===== src/rtl/conv3_pkg.sv =====
// conv3_pkg: FSM state encoding, default memory map and sizing helper shared
// by the conv3 host sequencer and its sub-modules.
package conv3_pkg;

    typedef enum logic [3:0] {
        IDLE,
        LOAD_KER,
        LOAD_IMG,
        CLR,
        GO,
        POLL,
        RD_REQ,
        RD_WAIT,
        OUT,
        DONE
    } conv3_state_e;

    localparam logic [13:0] KER_BASE_DEF  = 14'h003F;
    localparam logic [13:0] IMG_BASE_DEF  = 14'h0000;
    localparam logic [13:0] RES_BASE_DEF  = 14'h0041;
    localparam logic [13:0] CLR_ADDR_DEF  = 14'h3FFD;
    localparam logic [13:0] GO_ADDR_DEF   = 14'h3FFE;
    localparam logic [13:0] STAT_ADDR_DEF = 14'h3FFF;

    // Largest of three word counts; sizes the shared word counter.
    function automatic int unsigned max3(input int unsigned a,
                                         input int unsigned b,
                                         input int unsigned c);
        int unsigned m;
        m = (a > b) ? a : b;
        return (m > c) ? m : c;
    endfunction

endpackage


===== src/rtl/conv3_out_skid.sv =====
// conv3_out_skid: one-entry holding register driving the result stream.
// Data is frozen while m_valid is high and m_ready is low.
module conv3_out_skid #(
    parameter int unsigned DATA_W = 32
) (
    input  logic              i_clk,
    input  logic              i_rst,
    input  logic              load,
    input  logic [DATA_W-1:0] load_data,
    output logic              m_valid,
    input  logic              m_ready,
    output logic [DATA_W-1:0] m_data
);

    // Capture a word on load, release it on the accepting handshake.
    always_ff @(posedge i_clk or posedge i_rst) begin
        if (i_rst) begin
            m_valid <= 1'b0;
            m_data  <= '0;
        end else if (load) begin
            m_valid <= 1'b1;
            m_data  <= load_data;
        end else if (m_valid && m_ready) begin
            m_valid <= 1'b0;
        end
    end

endmodule


===== src/rtl/conv3_host_sequencer.sv =====
// conv3_host_sequencer: streams kernel and image words into the convolution
// memory, kicks the engine, polls its status word and streams results out.
// Optional macro CONV3_SEQ_TIMEOUT_EN bounds the status poll by POLL_LIMIT cycles.
module conv3_host_sequencer
    import conv3_pkg::*;
#(
    parameter int unsigned ADDR_W    = 14,
    parameter int unsigned DATA_W    = 32,
    parameter int unsigned KER_WORDS = 2,
    parameter int unsigned IMG_WORDS = 9,
    parameter int unsigned RES_WORDS = 8,
    parameter logic [ADDR_W-1:0] KER_BASE  = ADDR_W'(KER_BASE_DEF),
    parameter logic [ADDR_W-1:0] IMG_BASE  = ADDR_W'(IMG_BASE_DEF),
    parameter logic [ADDR_W-1:0] RES_BASE  = ADDR_W'(RES_BASE_DEF),
    parameter logic [ADDR_W-1:0] CLR_ADDR  = ADDR_W'(CLR_ADDR_DEF),
    parameter logic [ADDR_W-1:0] GO_ADDR   = ADDR_W'(GO_ADDR_DEF),
`ifdef CONV3_SEQ_TIMEOUT_EN
    parameter int unsigned POLL_LIMIT = 65535,
`endif
    parameter logic [ADDR_W-1:0] STAT_ADDR = ADDR_W'(STAT_ADDR_DEF)
) (
    input  logic              i_clk,
    input  logic              i_rst,
    input  logic              i_start,
    output logic              o_busy,
    output logic              o_done,
    output logic              o_timeout,
    input  logic              s_valid,
    output logic              s_ready,
    input  logic [DATA_W-1:0] s_data,
    output logic              m_valid,
    input  logic              m_ready,
    output logic [DATA_W-1:0] m_data,
    output logic              o_we,
    output logic              o_re,
    output logic [ADDR_W-1:0] o_write_addr,
    output logic [ADDR_W-1:0] o_read_addr,
    output logic [DATA_W-1:0] o_wdata,
    input  logic [DATA_W-1:0] i_rdata
);

    localparam int unsigned CNT_W = $clog2(max3(KER_WORDS, IMG_WORDS, RES_WORDS) + 1);

    conv3_state_e     state_q, state_d;
    logic [CNT_W-1:0] cnt_q, cnt_d;
    logic             armed_q, armed_d;
    logic             skid_load;

`ifdef CONV3_SEQ_TIMEOUT_EN
    localparam int unsigned PCNT_W = $clog2(POLL_LIMIT + 1);

    logic [PCNT_W-1:0] poll_cnt_q;
    logic              timeout_q;
    logic              poll_expired;

    assign poll_expired = (poll_cnt_q == PCNT_W'(POLL_LIMIT - 1));

    // Poll-cycle counter and sticky timeout flag.
    always_ff @(posedge i_clk or posedge i_rst) begin
        if (i_rst) begin
            poll_cnt_q <= '0;
            timeout_q  <= 1'b0;
        end else begin
            poll_cnt_q <= (state_q == POLL) ? poll_cnt_q + PCNT_W'(1) : '0;
            if ((state_q == POLL) && (state_d == DONE)) begin
                timeout_q <= 1'b1;
            end
        end
    end

    assign o_timeout = timeout_q;
`else
    assign o_timeout = 1'b0;
`endif

    // State, word counter and poll-response-valid flag.
    always_ff @(posedge i_clk or posedge i_rst) begin
        if (i_rst) begin
            state_q <= IDLE;
            cnt_q   <= '0;
            armed_q <= 1'b0;
        end else begin
            state_q <= state_d;
            cnt_q   <= cnt_d;
            armed_q <= armed_d;
        end
    end

    // Next-state and memory/stream strobes; strobes are same-cycle with the handshake.
    always_comb begin
        state_d      = state_q;
        cnt_d        = cnt_q;
        armed_d      = armed_q;
        s_ready      = 1'b0;
        o_we         = 1'b0;
        o_re         = 1'b0;
        o_write_addr = '0;
        o_read_addr  = '0;
        o_wdata      = '0;
        o_done       = 1'b0;
        skid_load    = 1'b0;
        case (state_q)
            IDLE: begin
                if (i_start) begin
                    state_d = LOAD_KER;
                    cnt_d   = '0;
                end
            end
            LOAD_KER: begin
                s_ready = 1'b1;
                if (s_valid) begin
                    o_we         = 1'b1;
                    o_wdata      = s_data;
                    o_write_addr = KER_BASE + ADDR_W'(cnt_q);
                    if (cnt_q == CNT_W'(KER_WORDS - 1)) begin
                        state_d = LOAD_IMG;
                        cnt_d   = '0;
                    end else begin
                        cnt_d = cnt_q + CNT_W'(1);
                    end
                end
            end
            LOAD_IMG: begin
                s_ready = 1'b1;
                if (s_valid) begin
                    o_we         = 1'b1;
                    o_wdata      = s_data;
                    o_write_addr = IMG_BASE + ADDR_W'(cnt_q);
                    if (cnt_q == CNT_W'(IMG_WORDS - 1)) begin
                        state_d = CLR;
                        cnt_d   = '0;
                    end else begin
                        cnt_d = cnt_q + CNT_W'(1);
                    end
                end
            end
            CLR: begin
                o_we         = 1'b1;
                o_write_addr = CLR_ADDR;
                state_d      = GO;
            end
            GO: begin
                o_we         = 1'b1;
                o_write_addr = GO_ADDR;
                o_wdata      = DATA_W'(1);
                armed_d      = 1'b0;
                state_d      = POLL;
            end
            POLL: begin
                // First POLL cycle only launches the read; later cycles see a valid response.
                o_re        = 1'b1;
                o_read_addr = STAT_ADDR;
                armed_d     = 1'b1;
                if (armed_q && (i_rdata == DATA_W'(1))) begin
                    state_d = RD_REQ;
                    cnt_d   = '0;
                    armed_d = 1'b0;
                end
`ifdef CONV3_SEQ_TIMEOUT_EN
                else if (poll_expired) begin
                    state_d = DONE;
                    armed_d = 1'b0;
                end
`endif
            end
            RD_REQ: begin
                o_re        = 1'b1;
                o_read_addr = RES_BASE + ADDR_W'(cnt_q);
                state_d     = RD_WAIT;
            end
            RD_WAIT: begin
                skid_load = 1'b1;
                state_d   = OUT;
            end
            OUT: begin
                if (m_valid && m_ready) begin
                    if (cnt_q == CNT_W'(RES_WORDS - 1)) begin
                        state_d = DONE;
                        cnt_d   = '0;
                    end else begin
                        cnt_d   = cnt_q + CNT_W'(1);
                        state_d = RD_REQ;
                    end
                end
            end
            DONE: begin
                o_done  = 1'b1;
                state_d = IDLE;
            end
            default: begin
                state_d = IDLE;
            end
        endcase
    end

    assign o_busy = (state_q != IDLE);

    // Result holding register and output handshake.
    conv3_out_skid #(
        .DATA_W (DATA_W)
    ) u_out_skid (
        .i_clk     (i_clk),
        .i_rst     (i_rst),
        .load      (skid_load),
        .load_data (i_rdata),
        .m_valid   (m_valid),
        .m_ready   (m_ready),
        .m_data    (m_data)
    );

endmodule


===== config.mk =====
export PLATFORM = sky130hd
export DESIGN_NAME = conv3_host_sequencer
export DESIGN_NICKNAME = d
export VERILOG_FILES = /design/src/rtl/conv3_pkg.sv /design/src/rtl/conv3_out_skid.sv /design/src/rtl/conv3_host_sequencer.sv
export SDC_FILE = /design/constraint.sdc
export NUM_CORES = 1
export LEC_CHECK = 0
export ABC_AREA = 1
export CAP_MARGIN = 15
export CORE_MARGIN = 3
export CORE_UTILIZATION = 30
export DETAILED_ROUTE_END_ITERATION = 16
export PLACE_DENSITY_LB_ADDON = 0.05
export SLEW_MARGIN = 5
export SYNTH_ARGS = -nofsm -noshare
export SYNTH_HDL_FRONTEND = slang
export SYNTH_SLANG_ARGS = --single-unit

===== constraint.sdc =====
create_clock -name i_clk -period 3.2 [get_ports i_clk]
set_input_delay 0.64 -clock i_clk [delete_from_list [all_inputs] [get_ports i_clk]]
set_output_delay 0.64 -clock i_clk [all_outputs]
set_load 0.02 [all_outputs]

Word-level counts from Yosys, hierarchy flattened:

Cells that the tools add are included.

* register bits after elaboration: 42
* latch bits: 0
* RAM bits: 0
* ROM bits: 0
* bits of input ports: 69
* memories: 0

* add/sub/neg operators: 3
* multipliers: 0
* divide/modulo/power cells: 0
* $lt $le $gt $ge: 0
* equality and inequality tests: 20
* shifts and indexed selects: 0
* mux-type cells: 34
* bitwise operators: 0
* reduce and logical (&&, ||, !) cells: 12

Operators by type and width (number)
* two-way mux 4 bit: 17
* case mux 32 bit (2 select lines): 1
* case mux 14 bit (4 select lines): 1
* case mux 4 bit (9 select lines): 1
* equality test 32 x 1 -> 1 bit (second input constant): 1
* two-way mux 32 bit: 1
* case mux 14 bit (2 select lines): 1
* equality test 4 x 3 -> 1 bit (second input constant): 5
* case mux 4 bit (5 select lines): 1
* inequality test 2 bit (second input constant): 7
* equality test 4 bit (second input constant): 3
* adder 7 x 4 -> 8 bit (first input constant): 1
* equality test 4 x 1 -> 1 bit (second input constant): 2
* equality test 4 x 2 -> 1 bit (second input constant): 2
* two-way mux 1 bit: 8
* adder 6 x 4 -> 7 bit (first input constant): 1
* two-way mux 7 bit: 1
* AND reduction 7 bit: 1
* AND reduction 6 bit: 1
* OR reduction 2 bit: 3
* nonzero test 5 bit: 1
* adder 4 x 1 -> 4 bit (second input constant): 1
* zero test 4 bit: 1
* case mux 1 bit (2 select lines): 2
* other kinds (3): 5

Longest topological paths before layout:

Gate-level depths: netlist of the first run.

* depth after elaboration: 4
* gate-level depth with buffers: 10

Hierarchy:

From an unflattened synthesis of the first run, not the netlist that was laid out.

* cell total of the unflattened synthesis: 408
* area, all modules: 2841.5 µm²

By module, submodules not included
* conv3_host_sequencer: instances 1, cells each 267, area an instance 1511.4 µm², sequential area each 225.2 µm²
* conv3_out_skid: instances 1, cells each 141, area an instance 1330.0 µm², sequential area each 825.8 µm²

Worst setup path before layout of the first run:

OpenSTA, ideal clock, no wires.

* path type: input port to output port
* start: in s_valid
* end: out o_write_addr[5]
* data arrival time: 1.645 ns
* required time: 2.560 ns
* slack: 0.915 ns
* stages: 5
* cell sequence: clkbuf_1 inv_1 nor2_1 inv_1 o31ai_1

* cells in the longest elaborated chain, start to end: 2

Ends and longest elaborated chain
* start: declaration: RTL line conv3_host_sequencer.sv:28 `input logic s_valid,`
* two-way mux 7 bit: RTL line conv3_host_sequencer.sv:111 `if (s_valid) begin`
* case mux 14 bit (4 select lines): RTL line conv3_host_sequencer.sv:102 `case (state_q)`
* end: declaration: RTL line conv3_host_sequencer.sv:36 `output logic [ADDR_W-1:0] o_write_addr,`

Every way passes these cells.

Worst setup path in the final report of the first run:

* start: reg state_q[3]
* end: out o_wdata[28]

* cells in the longest elaborated chain, start to end: 3
* elaborated cells between the ends (all ways): 5
* classes of those cells: eq/ne (3); mux (1); reduce/logical (1)

Ends and longest elaborated chain
* start: declaration: RTL line conv3_host_sequencer.sv:44 `conv3_state_e state_q, state_d;`
* start signal: assignment: RTL line conv3_host_sequencer.sv:83 `state_q <= state_d;`
* equality test 4 x 2 -> 1 bit / equality test 4 x 1 -> 1 bit (equally long branches): RTL line conv3_host_sequencer.sv:102
* OR reduction 2 bit (no line)
* case mux 32 bit (2 select lines) *: RTL line conv3_host_sequencer.sv:102
* end: declaration: RTL line conv3_host_sequencer.sv:38 `output logic [DATA_W-1:0] o_wdata,`

Mark *: on every way between the ends. The rest lies on a longest branch, timed or not.

==> results of run 1 <==
==> final cells by class <==
cell class / count / area, um^2
multi-input cells: 265 / 1339
well taps: 105 / 131.4
fillers: 801 / 4041
repair buffers: 170 / 1692
flip-flops and latches: 42 / 1051
inverters: 34 / 127.6
clock buffers: 6 / 82.58
==> per-stage QoR <==
stage	utilization (%)	hold slack [ps]	power [mW]	area, um^2	std cells
after CTS	52.22	497.4	3.913	4420	622
after floorplan	-	479.1	2.429	2688	370
after detailed placement	51.25	478.0	3.551	4338	616
final	52.25	490.6	3.873	4423	622
after global placement	51.25	472.5	3.544	4338	616
after global routing	52.25	524.3	4.164	4423	622
==> power groups by stage <==
stage,Sequential (mW),Clock (mW),Combinational (mW)
2_1_floorplan,1.19,0,1.24
3_3_place_gp,0.948,0,2.60
3_5_place_dp,0.949,0,2.60
4_1_cts,0.945,0.355,2.61
5_1_grt,0.982,0.373,2.81
6_report,0.944,0.338,2.59
==> cell usage after synthesis <==
cell type / number
clkbuf_1: 6
o211ai_1: 1
inv_2: 7
buf_4: 15
o21a_1: 3
ha_1: 3
inv_1: 27
nor2_1: 59
dfrtp_1: 42
nor2b_1: 1
nand2_1: 105
mux2_1: 18
or2_1: 1
xor2_1: 2
nor3_2: 1
o21ai_0: 6
buf_2: 8
nand3_2: 2
conb_1: 1
a21oi_1: 3
nor2_2: 2
nand2_2: 3
o21ai_1: 15
nand4_1: 10
nor2_4: 3
nand3_1: 22
a31oi_1: 1
nor3_1: 1
o31ai_1: 2
==> cells by family (layout without fill, tap and decap cells) <==
family                   count (synthesis)  after routing
AND/OR/NAND/NOR                        210            210
buffers and inverters                   63            210
flip-flops                              42             42
AO/OA/AOI/OAI                           31             31
multiplexers                            18             18
adder cells (fa/ha/maj)                  3              3
XOR/XNOR                                 2              2
other                                    1              1
==> critical path, cell delays in order (launching register included) <==
cell and delay (ps):
dfrtp_1 460, nor2_1 240, nand2_1 140, nand2_2 140, inv_2 70, buf_4 230
nor2_1 120, clkdlybuf4s50_1 630
==> registers in the layout, summed over array words and instances (netlist names) <==
signal	cells
u_out_skid.m_data	32
cnt_q	4
state_q	4
armed_q	1
u_out_skid.m_valid	1
==> worst min-delay path by stage <==
stage	from	end	slack (ps)	cells after the start
after floorplan	armed_q$_DFFE_PP0P_	armed_q$_DFFE_PP0P_	480	2
after global placement	u_out_skid.m_data[15]$_DFFE_PP0P_	u_out_skid.m_data[15]$_DFFE_PP0P_	470	2
after detailed placement	u_out_skid.m_data[14]$_DFFE_PP0P_	u_out_skid.m_data[14]$_DFFE_PP0P_	480	2
after CTS	u_out_skid.m_data[14]$_DFFE_PP0P_	u_out_skid.m_data[14]$_DFFE_PP0P_	500	2
after global routing	u_out_skid.m_data[6]$_DFFE_PP0P_	u_out_skid.m_data[6]$_DFFE_PP0P_	520	1
final	u_out_skid.m_data[14]$_DFFE_PP0P_	u_out_skid.m_data[14]$_DFFE_PP0P_	490	2
==> timing repair <==
item,4_1_cts,5_1_grt
gates resized for setup,0,1
endpoints found under the setup margin,0,1
hold buffers,0,0
==> layer usage <==
metal  global-route usage [%]  share of wire [%]  up-vias
li1                         -                  -     1450
met2                    24.76                 48      116
met3                    5.190                8.1       12
met5                        0                  0        -
met1                    21.43                 43     1297
met4                    5.078                1.5        0
==> metrics.cfg, run 1 <==
[logic_synthesis]
yosysUniqueCellTypes=29
yosysSeqAreaShare_pct=39.11
synth_nets=442
netlist_area_um2=2688
synth-compound-area-share_pct=6.378
synth_adder_area_share_pct=1.397
syn_area_per_cell_um2=7.264
synth_top_area_share_pct=39.11
synth_cells=370
synth_warnings=0
synthSimpleGateAreaFrac_pct=33.52
synth_top_family_by_area=simple AND/OR/NAND/NOR gates
synthMuxAreaShare_pct=7.542
yosys.area.top_type=dfrtp_1
synth_xor_area_share_pct=0.6518
synth.area.top_cells=dfrtp_1 39%, nand2_1 15%, nor2_1 8.2%, mux2_1 7.5%, buf_4 4.2%
synth_seq_cells=42

[die]
initial_core_util_pct=31.75
dieArea_um2=10130
num_rows=33
die_height_um=100.7
ios=168
coreArea_um2=8464
die_w_um=100.7

[global_routing]
grt_pass1_vias=2736
grt_start_max_net_pins=49
grt_pass1_wl_um=13340
track_usage_pct=16.09
grt-ovfl-total=0
grt_antenna_before_repair=0

[placement]
post-dp-hpwl_um=6497
portBuffers=166
dp_slack_ps=230.3
place.gp.congestion=0.8558

[cts]
cts_buffer_depth=2
cts_tree=built
ctsRootBufferMaster=clkbuf_8
clk_pin_slew_ps=80
clock_sinks=42
post_cts_buffers=0
clk_latency_ps=280
cts_buffers=5
cts.htree.levels=2

[worst_setup_path]
rrSetupSlack_ps=1280
critPathLaunchType=register
crit_path_end=o_wdata[28]
crit_path_end_kind=primary output
cp_max_fo=31
startpoint=state_q[3]$_DFFE_PP0P_
reg2reg_to=u_out_skid.m_data[8]$_DFFE_PP0P_
r2r-start=state_q[2]$_DFFE_PP0P_
worstSetupPathType=reg -> out
rr_worst_depth=4
arrival_ps=2330
cp.required_ps=2560

[sta]
fin_ws_ps=234.0
fin_skew_ps=5.538
timing.fmax_mhz=337.2
hold_viol_final=0
min_period_over_period_pct=92.69
setup_violations=0
max-slew-margin-rel_pct=35.31
min_period_ps=2966
slew_violations=0
worst_pin_slew_ps=966.9
final.setup.tns_ps=0
rsz0062_at_grt=false

[layout]
layout.cells.most_common_list=166 x clkdlybuf4s50_1, 103 x nand2_1, 59 x nor2_1
antenna_cells=0
drive_gt1_share_pct=5.803
area_growth_pct=64.57
final_common_cell=clkdlybuf4s50_1
final_nets=590

[pwr]
combPwrFrac_pct=66.9
p_leak_nw=1.978
clockPowerShare_pct=8.7
p_int_mw=2.100
peakVddDrop_uv=423.0
switchingPower_mw=1.773
power.density_nw_per_um2=875.7
pwr-share-seq_pct=24.4
swShare_pct=45.79

[route]
via_count=2875
routedWlPerCell_um=13.39
drt-total-wl_um=8328
drt-initial-drc-count=138
drcViolationCount=0
vias_per_cell=4.622
ant_nets=0
dr.pass1.iters=4

[job]
drv_cap=0

[worst_hold_path]
min_path_type=reg -> reg

[run_status]
outcome=complete, no violations

Note: power is estimated with default switching activity, not from simulation.
==> run 2: changes to the inputs <==
--- a/config.mk
+++ b/config.mk
@@ -8,7 +8,7 @@
 export ABC_AREA = 1
 export CAP_MARGIN = 15
 export CORE_MARGIN = 3
-export CORE_UTILIZATION = 30
+export CORE_UTILIZATION = 35
 export DETAILED_ROUTE_END_ITERATION = 16
 export PLACE_DENSITY_LB_ADDON = 0.05
 export SLEW_MARGIN = 5
==> run 2 against run 1 <==
  * Count of clock-buffer cells in the layout unchanged
  * Critical path depth down 1
  * Non-clock buffer count down 1
  * Register-to-register slack better by 20 ps
  * Critical path type unchanged
  * Fmax down 1.4%
  * Critical endpoint is now o_write_addr[2]
==> metrics.cfg, run 2 (synthesized netlist as in run 1, its figures left out) <==
[sta]
timing.fmax_mhz=332.3  ; was 337.2 MHz
setup_violations=0  ; unchanged
min_period_over_period_pct=94.04  ; was 92.69%
hold_viol_final=0  ; unchanged
fin_skew_ps=5.610  ; was 5.538 ps
max-slew-margin-rel_pct=37.57  ; was 35.31%
rsz0062_at_grt=false  ; unchanged
hold_slack_ps=489.4  ; was 490.6 ps
worst_pin_slew_ps=933.2  ; was 966.9 ps
final.setup.tns_ps=0  ; unchanged
slew_violations=0  ; unchanged
min_period_ps=3009  ; was 2966 ps

[die]
dieArea_um2=8767  ; was 10130 um^2
coreArea_um2=7370  ; was 8464 um^2
die_height_um=93.63  ; was 100.7 um
initial_core_util_pct=36.47  ; was 31.75%
die_w_um=93.63  ; was 100.7 um
num_rows=31  ; was 33
ios=168  ; unchanged

[layout]
largest_reg_flops=32  ; unchanged
regMostFlops=u_out_skid.m_data  ; unchanged
reg_top3=u_out_skid.m_data: 32 flops, cnt_q: 4 flops, state_q: 4 flops  ; unchanged
final_nets=589  ; was 590
regArea_um2=1051  ; unchanged
area_growth_pct=65.04  ; was 64.57%
drive_gt1_share_pct=5.803  ; unchanged
fillers=695  ; was 801
multi_input_area_um2=1336  ; was 1339 um^2
final_common_cell=clkdlybuf4s50_1  ; unchanged
layout.cells.most_common_list=166 x clkdlybuf4s50_1, 104 x nand2_1, 59 x nor2_1  ; was 166 x clkdlybuf4s50_1, 103 x nand2_1, 59 x nor2_1
antenna_cells=0  ; unchanged

[pwr]
peakVddDrop_uv=434.8  ; was 423.0 uV
power.density_nw_per_um2=889.7  ; was 875.7 nW/um^2
p_leak_nw=1.991  ; was 1.978 nW

[worst_hold_path]
min_path_type=reg -> reg  ; unchanged

[route]
ant_nets=0  ; unchanged
routedWlPerCell_um=13.04  ; was 13.39 um
drcViolationCount=0  ; unchanged
dr.pass1.iters=5  ; was 4
drt-total-wl_um=8030  ; was 8328 um
vias_per_cell=4.640  ; was 4.622
drt-initial-drc-count=120  ; was 138
via_count=2858  ; was 2875

[global_routing]
track_usage_pct=17.85  ; was 16.09%
grt_start_max_net_pins=49  ; unchanged
grt-ovfl-total=0  ; unchanged
grt_pass1_wl_um=12810  ; was 13340 um
grt_pass1_vias=2707  ; was 2736
grt_antenna_before_repair=0  ; unchanged

[worst_setup_path]
cp.required_ps=2560  ; about the same
worstSetupPathType=reg -> out  ; unchanged
cp_max_fo=11  ; was 31
crit_chain=nor2_1 -> nand2_1 -> nand2_1 -> nor2_1 -> a21oi_1 -> clkdlybuf4s50_1  ; was nor2_1 -> nand2_1 -> nand2_2 -> inv_2 -> buf_4 -> nor2_1 -> clkdlybuf4s50_1
arrival_ps=2370  ; was 2330 ps
path_buf_inv=1  ; was 3
cpPeakStageDelay_ps=630  ; about the same
slowest_stage=clkdlybuf4s50_1  ; unchanged
critPathLaunchType=register  ; unchanged
cp_top_family=simple AND/OR/NAND/NOR gates  ; was buffers and inverters
crit_path_end_kind=primary output  ; unchanged

[cts]
cts_tree=built  ; unchanged
clk_latency_ps=280  ; about the same
cts_resized=0  ; unchanged
post_cts_buffers=0  ; unchanged
cts_buffers=5  ; unchanged
ctsRootBufferMaster=clkbuf_8  ; unchanged
ctsHoldBuffers=0  ; unchanged
cts.htree.levels=2  ; unchanged
clk_pin_slew_ps=80  ; about the same
clock_sinks=42  ; unchanged
cts_buffer_depth=2  ; unchanged

[placement]
place.gp.congestion=0.9401  ; was 0.8558
post-dp-hpwl_um=6433  ; was 6497 um
portBuffers=166  ; unchanged

[run_status]
outcome=complete, no violations  ; unchanged

[job]
drv_cap=0  ; unchanged

## run 2: area by class of cell
class	instances	share of cell area, %
clock buffer	6	1.862
clock inverter	1	0.6770
inverter	34	2.877
multi-input combinational	265	30.13
sequential	42	23.70
tap	99	2.793
timing repair buffer	169	37.97
## run 2: tightest hold or removal path: stages, from the launching register on
cell and delay (ps):
dfrtp_1 350, nand2_1 50, o21ai_1 60
## run 2: power by group
group          internal (mW)  total, mW  switching (mW)  leakage (nW)
combinational           1.15       2.59            1.43          1.43
clock                  0.250      0.419           0.169        0.0573
sequential             0.777      0.941           0.164         0.501
total                   2.18       3.95            1.77          1.99
## run 2: worst paths after layout
path	startpoint	to	slack, ps	cells past startpoint
min reg2reg	u_out_skid.m_data[24]$_DFFE_PP0P_	u_out_skid.m_data[24]$_DFFE_PP0P_	490	2
min	u_out_skid.m_data[24]$_DFFE_PP0P_	u_out_skid.m_data[24]$_DFFE_PP0P_	490	2
max	state_q[0]$_DFFE_PP0P_	o_write_addr[2]	190	6
min in group asynchronous	i_rst	u_out_skid.m_data[5]$_DFFE_PP0P_	840	2
max in group asynchronous	i_rst	u_out_skid.m_data[27]$_DFFE_PP0P_	1820	2
max reg2reg	state_q[2]$_DFFE_PP0P_	u_out_skid.m_data[7]$_DFFE_PP0P_	1300	4
## run 2: routing by layer
| metal | global-route usage (%) | vias to the layer above | share of wire [%] |
|---|---|---|---|
| met2 | 30.32 | 109 | 50 |
| met1 | 21.39 | 1285 | 39 |
| met3 | 6.597 | 12 | 10 |
| met4 | 4.452 | 0 | 1.3 |
| li1 | - | 1452 | - |
| met5 | 0 | - | 0 |
## run 2: per-stage QoR
step	power, mW	worst slack (ps)	instance area, um^2	instances	util (%)
3_3_place_gp	3.527	289.4	4323	609	58.66
5_1_grt	4.243	17.83	4436	616	60.19
3_5_place_dp	3.551	282.6	4323	609	58.66
2_1_floorplan	2.429	915.4	2688	370	-
4_1_cts	3.989	198.6	4436	616	60.19
6_report	3.946	190.8	4436	616	60.19
==> run 3: changes to the inputs <==
--- a/config.mk
+++ b/config.mk
@@ -8,7 +8,7 @@
 export ABC_AREA = 1
 export CAP_MARGIN = 15
 export CORE_MARGIN = 3
-export CORE_UTILIZATION = 35
+export CORE_UTILIZATION = 34
 export DETAILED_ROUTE_END_ITERATION = 16
 export PLACE_DENSITY_LB_ADDON = 0.05
 export SLEW_MARGIN = 5
==> constraint.sdc (replaced) <==
create_clock -name i_clk -period 2.5 [get_ports i_clk]
set_input_delay 0.5 -clock i_clk [delete_from_list [all_inputs] [get_ports i_clk]]
set_output_delay 0.5 -clock i_clk [all_outputs]
set_load 0.02 [all_outputs]
==> run 3 against run 2 <==
  * Critical path depth is 1 lower
  * Cell count is 2.6% higher
  * Global-route usage is 1.1 points higher
  * Sequential cell count stayed put
  * Die area is 2.8% higher
  * Core utilization is 0.26 points higher
  * Clock power is 9.5% higher
  * Final area is 1.5% higher
  * Sequential power is 28% higher
  * Power is 26% higher
  * First-iteration DRC count is 33% lower
  * Highest routed layer unchanged
==> metrics.cfg, run 3 (synthesized netlist as in run 1, its figures left out) <==
[run_status]
outcome=complete, no violations  ; unchanged

[pwr]
p_int_mw=2.630  ; was 2.180 mW
swShare_pct=46.94  ; was 44.75%
p_leak_nw=2.315  ; was 1.991 nW
pwr-share-seq_pct=24.3  ; was 23.8%
combPwrFrac_pct=66.5  ; was 65.6%
clockPowerShare_pct=9.3  ; was 10.6%
power.density_nw_per_um2=1101  ; was 889.7 nW/um^2
switchingPower_mw=2.326  ; was 1.766 mW
peakVddDrop_uv=594.7  ; was 434.8 uV
finalPower_mw=4.956  ; was 3.946 mW

[worst_hold_path]
hold_depth=2  ; unchanged
min_path_type=reg -> reg  ; unchanged
worstHoldStart=u_out_skid.m_data[14]$_DFFE_PP0P_  ; was u_out_skid.m_data[24]$_DFFE_PP0P_

[worst_setup_path]
slowest_stage=clkdlybuf4s50_1  ; unchanged
rr_worst_depth=9  ; was 4
cp.required_ps=2000  ; was 2560 ps
arrival_ps=1910  ; was 2370 ps
path_buf_inv=2  ; was 1
cp.depth=5  ; was 6
startpoint=state_q[3]$_DFFE_PP0P_  ; was state_q[0]$_DFFE_PP0P_
cpPeakStageDelay_ps=620  ; was 630 ps
cp_top_family=buffers and inverters  ; was simple AND/OR/NAND/NOR gates
crit_chain=buf_4 -> nor2_4 -> nand2_2 -> nand2_2 -> clkdlybuf4s50_1  ; was nor2_1 -> nand2_1 -> nand2_1 -> nor2_1 -> a21oi_1 -> clkdlybuf4s50_1
r2r-start=state_q[3]$_DFFE_PP0P_  ; was state_q[2]$_DFFE_PP0P_
crit_path_end_kind=primary output  ; unchanged
worstSetupPathType=reg -> out  ; unchanged
cpMostUsedCell=nand2_2
critPathLaunchType=register  ; unchanged
cp_max_fo=6  ; was 11

[route]
vias_per_cell=4.622  ; was 4.640
ant_nets=0  ; unchanged
routedWlPerCell_um=13.81  ; was 13.04 um
dr.pass1.iters=4  ; was 5
drt-total-wl_um=8725  ; was 8030 um
via_count=2921  ; was 2858
drcViolationCount=0  ; unchanged
drt-initial-drc-count=80  ; was 120

[placement]
post-dp-hpwl_um=6972  ; was 6433 um
place.gp.congestion=0.9377  ; was 0.9401
post-place-cells=624  ; was 609
dp_slack_ps=-190.2  ; was 282.6 ps
portBuffers=166  ; unchanged

[sta]
rsz0062_at_grt=false  ; unchanged
timing.fmax_mhz=415.5
setup_violations=0  ; unchanged
fin_ws_ps=93.16  ; was 190.8 ps
worst_pin_slew_ps=843.4  ; was 933.2 ps
slew_violations=0  ; unchanged
min_period_ps=2407
hold_slack_ps=492.7  ; was 489.4 ps
fin_skew_ps=8.295  ; was 5.610 ps
max-slew-margin-rel_pct=43.43  ; was 37.57%
hold_viol_final=0  ; unchanged
min_period_over_period_pct=96.27

[die]
die_w_um=94.91  ; was 93.63 um
dieArea_um2=9008  ; was 8767 um^2
num_rows=31  ; unchanged
initial_core_util_pct=36.09  ; was 36.47%
coreArea_um2=7447  ; was 7370 um^2
die_height_um=94.91  ; was 93.63 um
ios=168  ; unchanged

[global_routing]
track_usage_pct=18.96  ; was 17.85%
grt-ovfl-total=0  ; unchanged
grt_pass1_wl_um=13540  ; was 12810 um
grt_start_max_net_pins=33  ; was 49
grt_antenna_before_repair=0  ; unchanged
grt_pass1_vias=2914  ; was 2707

[cts]
cts_buffer_depth=2  ; unchanged
cts_buffers=5  ; unchanged
cts_tree=built  ; unchanged
cts.htree.levels=2  ; unchanged
clk_pin_slew_ps=80  ; about the same
ctsRootBufferMaster=clkbuf_8  ; unchanged
ctsHoldBuffers=0  ; unchanged
clock_sinks=42  ; unchanged
clk_latency_ps=290  ; was 280 ps

[layout]
drive_gt1_share_pct=9.568  ; was 5.803%
layout.cells.most_common_list=106 x clkdlybuf4s50_1, 103 x nand2_1, 57 x nor2_1  ; was 166 x clkdlybuf4s50_1, 104 x nand2_1, 59 x nor2_1
fin_cells=632  ; was 616
regMostFlops=u_out_skid.m_data  ; unchanged
fillers=693  ; was 695
final_nets=604  ; was 589
multi_input_area_um2=1349  ; was 1336 um^2
fin_util_pct=60.45  ; was 60.19%
final_common_cell=clkdlybuf4s50_1  ; unchanged
area_growth_pct=67.50  ; was 65.04%
largest_reg_flops=32  ; unchanged
regArea_um2=1054  ; was 1051 um^2
antenna_cells=0  ; unchanged
reg_top3=u_out_skid.m_data: 32 flops, cnt_q: 4 flops, state_q: 4 flops  ; unchanged

[job]
drv_cap=0  ; unchanged

run 3: cell count changes in the layout (fill, tap and decap cells not counted), sizes merged:
cell,previous run,this run
buf,3,18
inv,34,33
clkinv,0,2
clkbuf,6,7
bufinv,1,0
clkinvlp,0,1
clkdlybuf4s50,166,106
dlygate4sd2,0,56
dlymetal6s2s,0,1
clkdlybuf4s15,0,2
run 3: power by group through the flow:
stage               Clock, mW  Sequential, mW  Combinational [mW]
CTS                     0.472            1.20                3.33
floorplan                   0            1.52                1.59
detailed placement          0            1.21                3.50
global placement            0            1.19                3.48
global route            0.499            1.25                3.58
finish                  0.459            1.20                3.29
run 3: timing repair:
| item | 4_1_cts | 5_1_grt |
|---|---|---|
| cloned | 0 | 0 |
| resized for setup | 66 | 6 |
| buffers inserted | 0 | 0 |
| endpoints found under the setup margin | 58 | 4 |
run 3: area by class of cell:
type,count,share of cell area (%)
clock inverters,2,0.2779
well taps,99,2.752
clock buffers,6,1.834
flip-flops and latches,42,23.40
multi-input cells,265,29.96
repair buffers,184,38.94
inverters,34,2.835
run 3: per-layer routing:
| metal | wire length [um] | GRT usage, % | vias up |
|---|---|---|---|
| met2 | 4627 | 34.82 | 94 |
| met3 | 656 | 6.215 | 4 |
| met5 | 0 | 0 | - |
| met1 | 3414 | 21.99 | 1342 |
| li1 | - | - | 1481 |
| met4 | 27 | 2.163 | 0 |
run 3: metrics by stage:
step | setup TNS (ps) | cell area [um^2]
finish | 0 | 4502
global placement | -3137 | 4461
CTS | 0 | 4501
floorplan | 0 | 2688
global route | 0 | 4502
detailed placement | -3632 | 4461
run 3: final timing paths:
| path | slack [ps] | to |
|---|---|---|
| min in group asynchronous | 570 | u_out_skid.m_data[8]$_DFFE_PP0P_ |
| max in group asynchronous | 1390 | u_out_skid.m_data[16]$_DFFE_PP0P_ |
| max reg2reg | 740 | cnt_q[2]$_DFFE_PP0P_ |
| min | 490 | u_out_skid.m_data[14]$_DFFE_PP0P_ |
| max | 90 | o_read_addr[6] |
| min reg2reg | 490 | u_out_skid.m_data[14]$_DFFE_PP0P_ |
run 3: worst reg2reg max path: stages (launching register included):
cell and delay (ps):
dfrtp_1 400, buf_4 160, nor2_4 150, nand2_2 130, inv_2 120, buf_4 160
nand2_1 260, nand3_2 200, nand2_1 60, nand2_1 50
